--- config.mk ---
export PLATFORM = sky130hd
export DESIGN_NAME = pio_led_arbiter
export DESIGN_NICKNAME = d
export VERILOG_FILES = /design/src/rtl/pio_led_arbiter.sv
export SDC_FILE = /design/constraint.sdc
export NUM_CORES = 1
export LEC_CHECK = 0
export ABC_AREA = 1
export CAP_MARGIN = 20
export CORE_MARGIN = 8
export CORE_UTILIZATION = 57
export DETAILED_ROUTE_END_ITERATION = 10
export DONT_BUFFER_PORTS = 1
export MAX_ROUTING_LAYER = met4
export PLACE_DENSITY = 0.72
export SLEW_MARGIN = 30
export SYNTH_ARGS = -nofsm -noshare
export SYNTH_HDL_FRONTEND = slang
export SYNTH_SLANG_ARGS = --single-unit
--- constraint.sdc ---
create_clock -name clk -period 2.5 [get_ports clk]
set_input_delay 0.625 -clock clk [delete_from_list [all_inputs] [get_ports clk]]
set_output_delay 0.625 -clock clk [all_outputs]
set_load 0.02 [all_outputs]
--- src/rtl/pio_led_arbiter.sv ---
//------------------------------------------------------------------------------
// Module  : pio_led_arbiter
// Brief   : Round-robin arbiter sharing one LED PIO Avalon-MM slave between
//           NUM_REQ requesters; one single-cycle bus access per granted command.
//           Optional macro PIO_LED_ARB_PRIO0_EN gives requester 0 fixed priority.
// Revision: 1.0
//------------------------------------------------------------------------------
`default_nettype none

module pio_led_arbiter #(
   parameter int NUM_REQ = 2,
   parameter int DW      = 4,
   parameter int IDX_W   = (NUM_REQ > 2) ? $clog2(NUM_REQ) : 1
) (
   input  logic                  clk,
   input  logic                  reset,
   input  logic [NUM_REQ-1:0]    req,
   input  logic [2*NUM_REQ-1:0]  op,
   input  logic [DW*NUM_REQ-1:0] wdata,
   output logic [NUM_REQ-1:0]    ack,
   output logic [DW-1:0]         rdata,
   output logic [IDX_W-1:0]      grant_id,
   output logic                  busy,
   output logic [2:0]            avm_address,
   output logic                  avm_chipselect,
   output logic                  avm_write_n,
   output logic [31:0]           avm_writedata,
   input  logic [31:0]           avm_readdata
);

   typedef enum logic [1:0] {
      S_IDLE = 2'd0,
      S_XFER = 2'd1,
      S_DONE = 2'd2
   } state_t;

   localparam logic [1:0]         c_OP_RD   = 2'b00;
   localparam logic [1:0]         c_OP_WR   = 2'b01;
   localparam logic [1:0]         c_OP_SET  = 2'b10;
   localparam logic [1:0]         c_OP_CLR  = 2'b11;
   localparam logic [IDX_W:0]     c_NREQ    = (IDX_W+1)'(NUM_REQ);
   localparam logic [IDX_W-1:0]   c_LAST    = IDX_W'(NUM_REQ - 1);
   localparam logic [NUM_REQ-1:0] c_ACK_ONE = NUM_REQ'(1);

   state_t              r_state, w_state_nxt;
   logic [IDX_W-1:0]    r_ptr, w_ptr_nxt;
   logic [1:0]          r_op, w_op_nxt;
   logic [IDX_W-1:0]    r_grant_id, w_gid_nxt;
   logic [NUM_REQ-1:0]  r_ack, w_ack_nxt;
   logic [DW-1:0]       r_rdata, w_rdata_nxt;
   logic                r_busy, w_busy_nxt;
   logic                r_cs, w_cs_nxt;
   logic                r_wn, w_wn_nxt;
   logic [2:0]          r_addr, w_addr_nxt;
   logic [31:0]         r_wdo, w_wdo_nxt;

   logic [2*NUM_REQ-1:0] w_req_dbl;
   logic [NUM_REQ-1:0]   w_req_rot;
   logic [IDX_W-1:0]     w_off;
   logic [IDX_W:0]       w_sum;
   logic [IDX_W-1:0]     w_rr_win;
   logic                 w_prio0;
   logic [IDX_W-1:0]     w_win;
   logic [1:0]           w_win_op;
   logic [DW-1:0]        w_win_wd;
   logic [2:0]           w_win_addr;

   // Rotate requests so that bit 0 is the requester the pointer names.
   assign w_req_dbl = {req, req} >> r_ptr;
   assign w_req_rot = w_req_dbl[NUM_REQ-1:0];

   always_comb begin
      w_off = '0;
      for (int k = NUM_REQ - 1; k >= 0; k--) begin
         if (w_req_rot[k]) begin
            w_off = IDX_W'(k);
         end
      end
   end

   assign w_sum    = {1'b0, r_ptr} + {1'b0, w_off};
   assign w_rr_win = (w_sum >= c_NREQ) ? IDX_W'(w_sum - c_NREQ) : w_sum[IDX_W-1:0];

`ifdef PIO_LED_ARB_PRIO0_EN
   assign w_prio0 = req[0];
`else
   assign w_prio0 = 1'b0;
`endif

   assign w_win = w_prio0 ? '0 : w_rr_win;

   always_comb begin
      w_win_op = c_OP_RD;
      w_win_wd = '0;
      for (int k = 0; k < NUM_REQ; k++) begin
         if (w_win == IDX_W'(k)) begin
            w_win_op = op[2*k +: 2];
            w_win_wd = wdata[DW*k +: DW];
         end
      end
   end

   always_comb begin
      w_win_addr = 3'd0;
      case (w_win_op)
         c_OP_SET: w_win_addr = 3'd4;
         c_OP_CLR: w_win_addr = 3'd5;
         default:  w_win_addr = 3'd0;
      endcase
   end

   always_comb begin
      w_state_nxt = r_state;
      w_ptr_nxt   = r_ptr;
      w_op_nxt    = r_op;
      w_gid_nxt   = r_grant_id;
      w_ack_nxt   = '0;
      w_rdata_nxt = r_rdata;
      w_busy_nxt  = 1'b0;
      w_cs_nxt    = 1'b0;
      w_wn_nxt    = 1'b1;
      w_addr_nxt  = r_addr;
      w_wdo_nxt   = r_wdo;
      unique case (r_state)
         S_IDLE: begin
            if (|req) begin
               w_state_nxt = S_XFER;
               w_gid_nxt   = w_win;
               w_op_nxt    = w_win_op;
               w_busy_nxt  = 1'b1;
               w_cs_nxt    = 1'b1;
               w_wn_nxt    = (w_win_op == c_OP_RD);
               w_addr_nxt  = w_win_addr;
               w_wdo_nxt   = 32'(w_win_wd);
               if (!w_prio0) begin
                  w_ptr_nxt = (w_win == c_LAST) ? '0 : w_win + IDX_W'(1);
               end
            end
         end
         S_XFER: begin
            // Slave returns data combinationally, so capture in the access cycle.
            w_state_nxt = S_DONE;
            w_busy_nxt  = 1'b1;
            w_ack_nxt   = c_ACK_ONE << r_grant_id;
            if (r_op == c_OP_RD) begin
               w_rdata_nxt = avm_readdata[DW-1:0];
            end
         end
         S_DONE: begin
            w_state_nxt = S_IDLE;
         end
         default: begin
            w_state_nxt = S_IDLE;
         end
      endcase
   end

   always_ff @(posedge clk) begin
      if (reset) begin
         r_state    <= S_IDLE;
         r_ptr      <= '0;
         r_op       <= c_OP_RD;
         r_grant_id <= '0;
         r_ack      <= '0;
         r_rdata    <= '0;
         r_busy     <= 1'b0;
         r_cs       <= 1'b0;
         r_wn       <= 1'b1;
         r_addr     <= 3'd0;
         r_wdo      <= 32'd0;
      end else begin
         r_state    <= w_state_nxt;
         r_ptr      <= w_ptr_nxt;
         r_op       <= w_op_nxt;
         r_grant_id <= w_gid_nxt;
         r_ack      <= w_ack_nxt;
         r_rdata    <= w_rdata_nxt;
         r_busy     <= w_busy_nxt;
         r_cs       <= w_cs_nxt;
         r_wn       <= w_wn_nxt;
         r_addr     <= w_addr_nxt;
         r_wdo      <= w_wdo_nxt;
      end
   end

   assign ack            = r_ack;
   assign rdata          = r_rdata;
   assign grant_id       = r_grant_id;
   assign busy           = r_busy;
   assign avm_address    = r_addr;
   assign avm_chipselect = r_cs;
   assign avm_write_n    = r_wn;
   assign avm_writedata  = r_wdo;

   generate
      if (DW < 32) begin : g_rd_unused
         logic w_unused_rd;
         assign w_unused_rd = ^avm_readdata[31:DW];
      end
   endgenerate

endmodule

`default_nettype wire

**Yosys cells after proc, flatten, opt, wreduce, memory -nomap -nowiden**

Index checks and enable logic that the tools add are counted.

- Bits in latches: 0
- Bits in registers: 22
- Memory bits (writable): 0
- Output and inout port bits: 45
- Word-level logic and storage cells: 44
- Memory bits (read-only): 0
- Memories kept: 0

- Multiply operators: 0
- $add $sub $neg: 3
- Div/mod/pow operators: 0
- Equal/unequal tests: 4
- Order comparisons: 1
- Multiplexer cells: 11
- Reductions and logical operators: 9
- Bitwise gates (word level): 3
- Shift-type cells: 2

Operators with widths:

| cell | number |
|---|---|
| $logic_not 2->1 | 3 |
| $pmux 3 s2 | 1 |
| $reduce_or 2->1 | 3 |
| $mux 1 | 5 |
| $eq 2x2->1 const B | 2 |
| $mux 2 | 2 |
| $mux 4 | 1 |
| $pmux 2 s2 | 1 |
| $reduce_and 2->1 | 2 |
| $shr 4x1->2 | 1 |
| $not 1->1 | 3 |
| $reduce_or 3->1 | 1 |
| $add 1x1->2 | 1 |
| $eq 2x1->1 const B | 1 |
| $ge 2x2->1 const B | 1 |
| $ne 2x2->1 const B | 1 |
| $pmux 1 s2 | 1 |
| $shl 1x1->2 const A | 1 |
| $add 1x1->1 const B | 1 |
| $sub 1x1->1 const B | 1 |

**Depth between registers and ports, before layout**

Gate-level depths: netlist of run 1.

- Depth after elaboration: 9
- Gate-level depth with buffers: 8
- Gate-level depth less buffers: 8

**Least setup slack after synthesis of run 1**

Ideal clock, no wire load.

- Kind: input-to-reg
- From: input req[0]
- To: register r_wdo[1], in the netlist avm_writedata[1]
- Data required time: 2370 ps
- Cell stages on the path: 8
- Arrival: 1127 ps
- Setup slack: 1243 ps
- Path through: inv_1 nand2_2 nand2_2 buf_6 nand2_1 nand2_1 nor2_1 nor2_1

- Longest elaborated chain between the ends: 7
- Elaborated cells between the ends (all ways): 10
- Classes of those cells: 2 x add/sub; 1 x order compare; 1 x shift; 4 x mux; 2 x reduce/logical

Ends and longest elaborated chain:

| what | line | RTL |
|---|---|---|
| start, declared | 17 | `input logic [NUM_REQ-1:0] req,` |
| $shr 4x1->2 | 69 | `assign w_req_dbl = {req, req} >> r_ptr;` |
| $mux 1 (2 in series) | 75 | `if (w_req_rot[k]) begin` |
| $add 1x1->2 | 81 | `assign w_sum = {1'b0, r_ptr} + {1'b0, w_off};` |
| $ge 2x2->1 or $sub 1x1->1 (tied branches) | 82 | `assign w_rr_win = (w_sum >= c_NREQ) ? IDX_W'(w_sum - c_NREQ) : w_sum[IDX_W-1:0];` |
| $mux 1 | 82 |  |
| $mux 4 | 96 | `if (w_win == IDX_W'(k)) begin` |
| end signal, assigned | 182 | `r_wdo <= w_wdo_nxt;` |
| end, declared | 55 | `logic [31:0] r_wdo, w_wdo_nxt;` |

Parallel ways exist; a longest one is shown, timed or not.
A chain may end at the register's enable or synchronous reset.

**Worst setup path in the final report of run 1**

- From: register r_addr[2], in the netlist avm_address[2]
- To: output avm_address[2]

RTL lines:

| what | line | RTL |
|---|---|---|
| start, declared | 54 | `logic [2:0] r_addr, w_addr_nxt;` |
| start signal, assigned | 181 | `r_addr <= w_addr_nxt;` |
| end, declared | 24 | `output logic [2:0] avm_address,` |

No word-level cell between the ends.

==> flow_summary.json, run 1 <==
{
  "firstDrtPassIters": 4,
  "fin_crit_ns": 1.48,
  "fp-row-count": 15,
  "ctsHoldBuffers": 0,
  "htreeDepth": 1,
  "cts_setup_buffers": 0,
  "clk_latency_ns": 0.30,
  "r2r_setup_slack_ns": 1.33,
  "whs_ns": 0.372,
  "ant_nets": 0,
  "ys_seq_elements": 20,
  "antenna_found_initial": 0,
  "crit_arrival_ns": 0.85,
  "multi_input_area_um2": 485,
  "avgSynthCellArea_um2": 7.43,
  "grt_max_degree": 13,
  "hold_viol_final": 0,
  "critical_path_class": "flop to output pin",
  "peakVddDrop_mv": 0.543,
  "viasPerCell": 4.39,
  "pre_cts_ws_ns": 1.13,
  "die_w_um": 59.6,
  "synth_xor_xnor_area_share": 0,
  "use_met1": 0.135,
  "cts-resized-gates": 0,
  "netlist.top_cell.by_area": "dfxtp_1",
  "fin_skew_ns": 0.00699,
  "synth_cells": 146,
  "critPathCaptureType": "output pin",
  "yosysWarnings": 0,
  "setup.worst_path.start_class": "flop",
  "core-area_mm2": 0.00176,
  "grt_pass1_wl_um": 3340,
  "synth-seq-area-share": 0.369,
  "synthTopCellsByArea": "dfxtp_1 (37%), buf_4 (21%), nor2_1 (8.7%), nand2_1 (7.3%), inv_1 (5.2%)",
  "grt-ovfl-total": 0,
  "place_hpwl_um": 1730,
  "gp_congestion": 0.784,
  "route.vias.total": 750,
  "cts_tree": "done",
  "drive_above_1_share": 0.130,
  "first_iter_violations": 10,
  "fin_crit_sh": 0.591,
  "status": "finished, final reports clean",
  "synth_top_area_share": 0.369,
  "setup_slack_ns": 1.02,
  "busiest_layer": "met2",
  "cts_made_buffers": 3,
  "total_power_w": 0.000807,
  "portBuffers": 0,
  "yosys.area_share.simple": 0.296,
  "routed_wirelength_um": 2150,
  "timing.fmax_mhz": 677,
  "critPathMaxFanout": 3,
  "die_h_um": 59.6,
  "synth_top_family_by_area": "simple AND/OR/NAND/NOR gates",
  "synth_area_mm2": 0.00108,
  "final.fill_count": 172,
  "register_area_um2": 400,
  "p_leak_nw": 0.537,
  "dieArea_mm2": 0.00356,
  "powerDensity_mw_per_mm2": 781,
  "io_pins": 93,
  "drc": 0,
  "syn_to_final_growth_pct": -4.73,
  "cts_sinks": 20,
  "synth-adder-area-share": 0,
  "initial_core_util": 0.615,
  "synth-compound-area-share": 0.0507,
  "rsz0062_at_grt": "false",
  "grt_util_met3": 0.0607,
  "synthMuxAreaShare": 0,
  "slew_viol_final": 0,
  "antenna_cells": 0,
  "layout.nets": 195,
  "drv_cap": 0,
  "hp-start": "reset",
  "wl_per_cell_um": 12.6,
  "required_ns": 1.88,
  "final-setup-viol-count": 0,
  "tns_ns": 0,
  "clkTransAtPathRegs_ns": 0.12,
  "grt_util_all_layers": 0.127,
  "grt_pass1_vias": 760,
  "grtUsageMet2": 0.211,
  "cts_root_buffer": "clkbuf_4",
  "cts_buffer_depth": 2,
  "crit_start": "avm_address[2]$_SDFFE_PP0P_",
  "ys_types": 20,
  "worstReg2RegStart": "r_state[1]$_SDFFE_PP0P_",
  "hold_path.class": "input pin to flop"
}
## cells in the mapped netlist (all sizes together)
| cell type | count |
|---|---|
| conb | 1 |
| o211ai | 1 |
| a21oi | 3 |
| o21ai | 4 |
| inv | 17 |
| nor3 | 1 |
| nor2 | 29 |
| nand2 | 27 |
| nand3 | 10 |
| clkbuf | 1 |
| dfxtp | 20 |
| a211oi | 1 |
| buf | 31 |
## final cells by class
| cell class | count | share of cell area |
|---|---|---|
| Clock inverter | 1 | 0.0291 |
| Clock buffer | 3 | 0.0218 |
| Tap cell | 25 | 0.0303 |
| Inverter | 17 | 0.0617 |
| Sequential cell | 20 | 0.387 |
| Multi-Input combinational cell | 105 | 0.470 |
## metal layers
layer / share of wire / vias to the layer above
met3: 0.12 / 2
met5: 0 / -
met4: 0.0033 / 0
li1: - / 382
met1: 0.39 / 326
met2: 0.49 / 40
## where the power goes
| part | internal (W) | total [W] | switching [W] |
|---|---|---|---|
| Sequential | 0.000349 | 0.000399 | 0.0000501 |
| Clock | 0.000162 | 0.000263 | 0.000101 |
| Combinational | 0.0000368 | 0.000146 | 0.000109 |
## placed cells by master, fill, tap and decap left out
cell type,netlist,layout
conb_1,1,29
nor2_1,25,25
nand2_1,21,21
dfxtp_1,20,20
inv_1,15,15
nand3_1,9,9
nand2_2,5,5
o21ai_1,4,4
a21oi_1,3,3
clkbuf_4,0,3
inv_2,2,2
nor2_4,2,2
nor2_2,2,2
nand2_4,1,1
nor3_4,1,1
nand3_2,1,1
o211ai_1,1,1
a211oi_2,1,1
bufinv_16,0,1
## cells by family after synthesis
| logic type | count (synthesis) |
|---|---|
| flops | 20 |
| compound gates | 9 |
| other cells | 1 |
| simple gates | 67 |
| buf+inv | 49 |
## path summary, 6_finish.rpt
kind,endpoint,cells past startpoint
setup / recovery,avm_address[2],0
hold reg to reg,r_ptr$_SDFFE_PP0P_,2
setup reg to reg,avm_writedata[0]$_SDFFE_PP0P_,7
hold / removal,avm_chipselect$_SDFF_PP0_,1
## sequential cells by signal, indices dropped and copies added (netlist names)
name	count
avm_writedata	4
rdata	4
ack	2
avm_address	2
r_state	2
avm_chipselect	1
avm_write_n	1
busy	1
grant_id	1
r_op	1
r_ptr	1
## through the flow
step	utilization	instances	area (um^2)
final	0.586	171	1030
after global routing	0.586	171	1030
after CTS	0.586	171	1030
after detailed placement	0.556	167	981
after global placement	0.556	167	981
after floorplan	-	174	1190
No activity file was read; power rests on OpenSTA's default activity.
==> inputs of run 2 (changes only) <==
Settings changed: CORE_UTILIZATION 57 to 54.
Clock period 2.5 ns to 1.3 ns, I/O delays scaled along.
==> flow_summary.json, run 2 (synthesis gave the netlist of run 1 again) <==
{
  "drive_above_1_share": 0.130,
  "cts-resized-gates": 0,
  "grt_pass1_vias": 766,
  "ant_nets": 0,
  "syn_to_final_growth_pct": -6.00,
  "holdPathStages": 1,
  "timing.fmax_mhz": 841,
  "routed_wirelength_um": 2110,
  "cp_slowest_cell": "dfxtp_1",
  "critPathMaxFanout": 12,
  "grt_pass1_wl_um": 3090,
  "clkTransAtPathRegs_ns": 0.11,
  "htreeDepth": 1,
  "hold_viol_final": 0,
  "critical_path_class": "flop to flop",
  "portBuffers": 0,
  "io_pins": 93,
  "cts_setup_buffers": 0,
  "grt_util_all_layers": 0.111,
  "critPathTopFamily": "simple AND/OR/NAND/NOR gates",
  "route.vias.total": 750,
  "setup.worst_path.start_class": "flop",
  "hold_path.class": "input pin to flop",
  "cts_root_buffer": "clkbuf_4",
  "p_leak_nw": 0.530,
  "drc": 0,
  "first_iter_violations": 14,
  "fin_crit_sh": 0.915,
  "place_hpwl_um": 1800,
  "final_common_cell": "conb_1",
  "required_ns": 1.55,
  "die_w_um": 60.8,
  "firstDrtPassIters": 3,
  "cts_made_buffers": 3,
  "fin_skew_ns": 0.00362,
  "critPathBufInv": 1,
  "worst_path_most_repeated_cell": "nand2_1",
  "gp_congestion": 0.744,
  "drv_cap": 0,
  "path_cells": "nor2_1, nand2_2, nor2_4, nand2_1, nand3_1, nand2_1, inv_1",
  "final.fill_count": 202,
  "cts_buffer_depth": 2,
  "initial_core_util": 0.564,
  "critPathCaptureType": "flop",
  "r2r.worst_path.cells": 7,
  "dieArea_mm2": 0.00370,
  "crit_path_max_incr_delay_ns": 0.33,
  "die_h_um": 60.8,
  "fin_crit_ns": 1.19,
  "fp-row-count": 16,
  "wl_per_cell_um": 12.2,
  "powerDensity_mw_per_mm2": 1370,
  "cts_tree": "done",
  "grt_max_degree": 13,
  "tns_ns": 0,
  "antenna_found_initial": 0,
  "final-setup-viol-count": 0,
  "total_power_w": 0.00140,
  "slew_viol_final": 0,
  "ctsHoldBuffers": 0,
  "status": "finished, final reports clean",
  "path_depth": 7,
  "viasPerCell": 4.34,
  "antenna_cells": 0,
  "mostFrequentLayoutCells": "conb_1 (29), nor2_1 (25), nand2_1 (21)",
  "crit_arrival_ns": 1.44,
  "rsz0062_at_grt": "false",
  "peakVddDrop_mv": 0.742,
  "layout.nets": 195,
  "grt-ovfl-total": 0,
  "core-area_mm2": 0.00192,
  "cts_sinks": 20,
  "clk_latency_ns": 0.30
}
-- run 2: cell count changes in the layout (fill, tap and decap cells not counted), sizes merged --
cell and change:
bufinv -1, clkbuf +1
-- run 2: path summary, 6_finish.rpt --
check	slack [ns]	from	end
max	0.11	r_state[1]$_SDFFE_PP0P_	avm_writedata[0]$_SDFFE_PP0P_
min	0.08	reset	busy$_SDFF_PP0_
max reg2reg	0.11	r_state[1]$_SDFFE_PP0P_	avm_writedata[0]$_SDFFE_PP0P_
min reg2reg	0.54	r_ptr$_SDFFE_PP0P_	r_ptr$_SDFFE_PP0P_
-- run 2: worst reg2reg max path: stages, from the launching register on --
cell and delay [ns]:
dfxtp_1 0.33, nor2_1 0.19, nand2_2 0.23, nor2_4 0.18
nand2_1 0.06, nand3_1 0.07, nand2_1 0.05, inv_1 0.04
-- run 2: area by class of cell --
class | count | area (um^2) | area share
Sequential cell | 20 | 400 | 0.393
Tap cell | 27 | 33.8 | 0.0331
Inverter | 17 | 63.8 | 0.0626
Clock buffer | 4 | 36.3 | 0.0356
Multi-Input combinational cell | 105 | 485 | 0.476
-- run 2: per-stage QoR --
| step | std cells | setup slack, ns | hold WS, ns | instance area [um^2] | util |
|---|---|---|---|---|---|
| 4_1_cts | 173 | 0.0955 | 0.0747 | 1020 | 0.531 |
| 5_1_grt | 173 | 0.0144 | 0.0570 | 1020 | 0.531 |
| 3_3_place_gp | 169 | 0.163 | 0.397 | 983 | 0.512 |
| 2_1_floorplan | 174 | 0.287 | 0.409 | 1190 | - |
| 6_report | 173 | 0.111 | 0.0790 | 1020 | 0.531 |
| 3_5_place_dp | 169 | 0.116 | 0.400 | 983 | 0.512 |
-- run 2: routing by layer --
layer  vias to the layer above  track usage  wire (um)  part of all wire
li1                        384            -          -                 -
met1                       329       0.0894        682              0.32
met2                        35        0.222       1140              0.54
met3                         2       0.0466        273              0.13
met4                         0       0.0299         12            0.0057
met5                         -            -          0                 0
-- run 2: where the power goes --
group	internal (W)	leakage (nW)	total [W]	switching [W]
Combinational	0.0000708	0.344	0.000279	0.000208
Sequential	0.000671	0.165	0.000767	0.0000963
Clock	0.000171	0.0210	0.000353	0.000183
Total	0.000912	0.530	0.00140	0.000487
